$ cat src/rtl/bcd_display_scan.sv
// Multiplexed 7-segment scanner for a packed BCD counter chain.
// One blank cycle between digit slots; frame snapshot; optional leading-zero blanking.
module bcd_display_scan #(
  parameter int DIGITS   = 4,
  parameter int PRESCALE = 1000
) (
  input  logic                  clk,
  input  logic                  clr,
  input  logic                  en,
  input  logic                  lzb,
  input  logic [4*DIGITS-1:0]   bcd_in,
  output logic [6:0]            seg,
  output logic [DIGITS-1:0]     an,
  output logic                  frame_tick
);

  localparam int PCNT_W = $clog2(PRESCALE);
  localparam int IDX_W  = (DIGITS > 1) ? $clog2(DIGITS) : 1;

  localparam logic [PCNT_W-1:0] PCNT_MAX = PCNT_W'(PRESCALE - 1);
  localparam logic [IDX_W-1:0]  IDX_MAX  = IDX_W'(DIGITS - 1);

  logic [PCNT_W-1:0]   pcnt_q, pcnt_d;
  logic [IDX_W-1:0]    idx_q, idx_d;
  logic [4*DIGITS-1:0] snap_q, snap_d;
  logic [6:0]          seg_q, seg_d;
  logic [DIGITS-1:0]   an_q, an_d;
  logic                ftick_q, ftick_d;

  logic [3:0]          digit [DIGITS];
  logic [DIGITS-1:0]   lead_zero;
  logic                upper_zero;
  logic                tick;
  logic [IDX_W-1:0]    idx_inc;
  logic [3:0]          cur_digit;
  logic                cur_blank;

  function automatic logic [6:0] decode(input logic [3:0] d);
    logic [6:0] s;
    case (d)
      4'd0:    s = 7'h3F;
      4'd1:    s = 7'h06;
      4'd2:    s = 7'h5B;
      4'd3:    s = 7'h4F;
      4'd4:    s = 7'h66;
      4'd5:    s = 7'h6D;
      4'd6:    s = 7'h7D;
      4'd7:    s = 7'h07;
      4'd8:    s = 7'h7F;
      4'd9:    s = 7'h6F;
      default: s = 7'h40;
    endcase
    return s;
  endfunction

  always_comb begin
    for (int i = 0; i < DIGITS; i++) begin
      digit[i] = snap_q[4*i +: 4];
    end
  end

  // lead_zero[i]: every snapshot digit from the MSD down to i is zero; bit 0 never blanks.
  always_comb begin
    lead_zero  = '0;
    upper_zero = 1'b1;
    for (int i = DIGITS - 1; i >= 1; i--) begin
      upper_zero   = upper_zero & (digit[i] == 4'h0);
      lead_zero[i] = upper_zero;
    end
  end

  always_comb begin
    tick      = en && (pcnt_q == PCNT_MAX);
    idx_inc   = (idx_q == IDX_MAX) ? '0 : idx_q + IDX_W'(1);
    cur_digit = digit[idx_q];
    cur_blank = lzb && lead_zero[idx_q];

    pcnt_d  = pcnt_q;
    idx_d   = idx_q;
    snap_d  = snap_q;
    an_d    = DIGITS'(1) << idx_q;
    seg_d   = cur_blank ? 7'h00 : decode(cur_digit);
    ftick_d = 1'b0;

    if (en) begin
      pcnt_d = pcnt_q + PCNT_W'(1);
    end

    // Slot change: blank one cycle so the old segments never ghost onto the new digit.
    if (tick) begin
      pcnt_d  = '0;
      idx_d   = idx_inc;
      an_d    = '0;
      seg_d   = 7'h00;
      ftick_d = (idx_inc == '0);
      if (idx_inc == '0) begin
        snap_d = bcd_in;
      end
    end
  end

  always_ff @(posedge clk or posedge clr) begin
    if (clr) begin
      pcnt_q  <= '0;
      idx_q   <= '0;
      snap_q  <= '0;
      seg_q   <= 7'h00;
      an_q    <= '0;
      ftick_q <= 1'b0;
    end else begin
      pcnt_q  <= pcnt_d;
      idx_q   <= idx_d;
      snap_q  <= snap_d;
      seg_q   <= seg_d;
      an_q    <= an_d;
      ftick_q <= ftick_d;
    end
  end

  assign seg        = seg_q;
  assign an         = an_q;
  assign frame_tick = ftick_q;

endmodule
$ cat config.mk
export PLATFORM = sky130hd
export DESIGN_NAME = bcd_display_scan
export DESIGN_NICKNAME = d
export VERILOG_FILES = /design/src/rtl/bcd_display_scan.sv
export SDC_FILE = /design/constraint.sdc
export NUM_CORES = 1
export LEC_CHECK = 0
export CAP_MARGIN = 20
export CORE_UTILIZATION = 57
export CTS_BUF_LIST = sky130_fd_sc_hd__clkbuf_16
export DETAILED_ROUTE_END_ITERATION = 16
export PLACE_DENSITY = 0.84
export SYNTH_ARGS = -nofsm -noshare
export SYNTH_HDL_FRONTEND = slang
export SYNTH_SLANG_ARGS = --single-unit
$ cat constraint.sdc
create_clock -name clk -period 3.6 [get_ports clk]
set_input_delay 0.72 -clock clk [delete_from_list [all_inputs] [get_ports clk]]
set_output_delay 0.72 -clock clk [all_outputs]
set_load 0.05 [all_outputs]
==> out/metrics.cfg <==
[cts]
clk_pin_slew_worst_paths_ns = 0.05
root_buffer = clkbuf_16
cts_buffer_depth = 2
cts_tree = done
cts_setup_buffers = 0
clock_sinks = 40
numCtsBuffers = 5
cts_resized = 0
h-tree-depth = 2
cts-hold-fix-buffers = 0
worstSkewPairLatency_ns = 0.28

[power_and_ir_drop]
seqPwrFrac_pct = 50.1
peakVddDrop_uv = 307.7
power_mw = 1.036
p_switching_uw = 253.5
p_per_area_nw_per_um2 = 420.2
p_int_uw = 782.3
leakagePower_nw = 1.178
swShare_pct = 24.47
combPwrFrac_pct = 10.3
clockPowerShare_pct = 39.6

[grt]
grt.total_usage_pct = 22.35
grt_overflow = 0
grt_max_degree = 41
antenna_found_initial = 0
grt_pass1_vias = 1245
grt_pass1_wl_mm = 5.809

[sta]
maxSlewHeadroom_pct = 60.61
fin_crit_ns = 2.617
fmax_mhz = 382.1
finalClockSkew_ns = 0.003356
drv_slew = 0
fin_crit_sh_pct = 72.69
finalHoldViolCount = 0
tns_ns = 0
grt_setup_unrepaired = false
setup_viol = 0
hold_ws_ns = 0.4900
worst-slew-pin-transition_ns = 0.5902

[yosys]
syn_inst = 162
synth_edf_count = 0
yosysWarnings = 0
netlist_area_sq_um = 1991
yosysMostFrequentCell = dfrtp_1
synthFlopType = dfrtp_1
synth_top_area_cell = dfrtp_1
ys_top_cells_by_count = dfrtp_1, nor2_1, ha_1, inv_1, mux2_4
syn_area_per_cell_sq_um = 12.29
synthArstFlopShare_pct = 100.0
ys_ff_latch = 40
synth_top_area_share_pct = 50.28
synth_fp_nets = 193
yosysSeqAreaShare_pct = 50.28
synth_cell_type_count = 37
synth_area_leaders = dfrtp_1, ha_1, mux2_4, mux4_2, mux2_2

[floorplan]
coreArea_sq_um = 3337
fp.dieH_microns = 61.10
rows = 21
start_util_pct = 59.66
io_pins = 32
die_area_sq_um = 3733
die_x_microns = 61.10

[critical_path]
worstSetupPathType = primary input to flop
worstReg2RegStart = pcnt_q[1]$_DFFE_PP0P_
crit_start = en
worst_setup_path_end_kind = flop
critPathRequiredTime_ns = 3.76
cp-start-kind = primary input
cpLargestDelayFamily = simple AND/OR/NAND/NOR gates
cp_num_buf_inv = 1
crit_arrival_ns = 2.78
path_cells = clkdlybuf4s50_1 -> nand3_1 -> nor3b_4 -> nand2_4 -> mux2_4
worstPathMaxFanout = 17
crit_path_top_delay_cell = clkdlybuf4s50_1
slowest_delay_ns = 0.64

[layout]
area_growth_pct = 23.82
drive_gt1_share_pct = 15.31
n_antenna_cell = 0
final_area_sq_um = 2465
fin_nets = 227

[route]
drt_iter0_markers = 32
first_pass_iters = 4
routed_wl_mm = 3.576
avgRoutedWirePerCell_microns = 14.78
dr_total_vias = 1287
drc_errors = 0
antenna_left = 0
routed_via_density = 5.318

[placement]
place.gp.congestion = 0.7849
dpl.hpwl_mm = 2.581
post_dp_cell_area_sq_um = 2331
port_buffers = 31

[min_path]
min_path_type = flop to flop
hold_start = pcnt_q[9]$_DFFE_PP0P_

[job]
cap_violations = 0

[status]
outcome = finished clean

==> metrics by stage <==
step                util [%]  instances  setup slack (ns)
finish                 73.87        242            0.9831
global route           73.87        242            0.8716
CTS                    73.87        242            0.9977
detailed placement     69.85        235            0.7068
global placement       69.85        235            0.8488
floorplan                  -        162             1.619
==> routing by layer <==
layer  part of all wire (%)  GRT usage (%)
met5                      0              0
met3                    3.7          4.832
met2                     48          34.32
met4                    2.4          12.66
met1                     46          29.57
==> cell usage in the layout, fill, tap and decap left out, types with 2 or more instances in the layout <==
cell type        count
dfrtp_1             40
clkdlybuf4s50_1     31
nor2_1              12
ha_1                11
inv_1               10
mux2_4               9
nand2_1              8
a21oi_1              8
mux2_2               7
nand3_1              5
clkbuf_16            5
mux2i_1              4
mux4_2               4
o21ai_0              3
xnor2_1              3
nand4_1              3
xor2_1               3
nor4_1               3
nand2b_1             3
nor2b_1              3
and3_1               2
and2_1               2
and2b_1              2
==> final cells by class <==
cell class                      instances  area, sq um
Clock inverter                          2        8.758
Fill cell                             228        872.1
Timing Repair Buffer                   32        317.8
Inverter                                9        33.78
Tap cell                               46        57.56
Sequential cell                        40         1001
Multi-Input combinational cell        108        920.9
Clock buffer                            5        125.1
==> worst reg2reg max path, cell delays in order (launching register included) <==
cell     delay, ns
dfrtp_1       0.44
ha_1          0.32
nand3_1       0.18
nor3b_4       0.55
nand2_4       0.29
mux2_4        0.38
==> state kept, by name (all words and copies together) (netlist names) <==
signal	cells
seg	7
frame_tick	1
idx_q	2
snap_q	16
pcnt_q	10
an	4
==> final timing paths <==
check	end	cells past startpoint	slack, ns
worst max-delay path	snap_q[10]$_DFFE_PP0P_	5	0.98
worst min-delay path	pcnt_q[9]$_DFFE_PP0P_	1	0.49
worst max register to register	snap_q[10]$_DFFE_PP0P_	5	1.32
worst min register to register	pcnt_q[9]$_DFFE_PP0P_	1	0.49
max in group asynchronous	snap_q[1]$_DFFE_PP0P_	3	2.39
min in group asynchronous	pcnt_q[7]$_DFFE_PP0P_	3	0.87
==> cell families after synthesis <==
group | after synthesis | share of synthesized area [%]
AO/OA/AOI/OAI | 18 | 5.280
XOR/XNOR | 6 | 2.640
adder cells (fa/ha/maj) | 11 | 6.914
buffers and inverters | 14 | 3.457
flip-flops | 40 | 50.28
multiplexers | 24 | 17.29
AND/OR/NAND/NOR | 49 | 14.14
==> power by group through the flow <==
stage               sequential (mW)  clock [mW]  combinational [mW]
floorplan                     0.529           0              0.0547
global placement              0.521           0               0.102
detailed placement            0.525           0               0.106
CTS                           0.517       0.415               0.108
global route                  0.524       0.433               0.118
finish                        0.519       0.410               0.107
No activity file was read; power rests on OpenSTA's default activity.
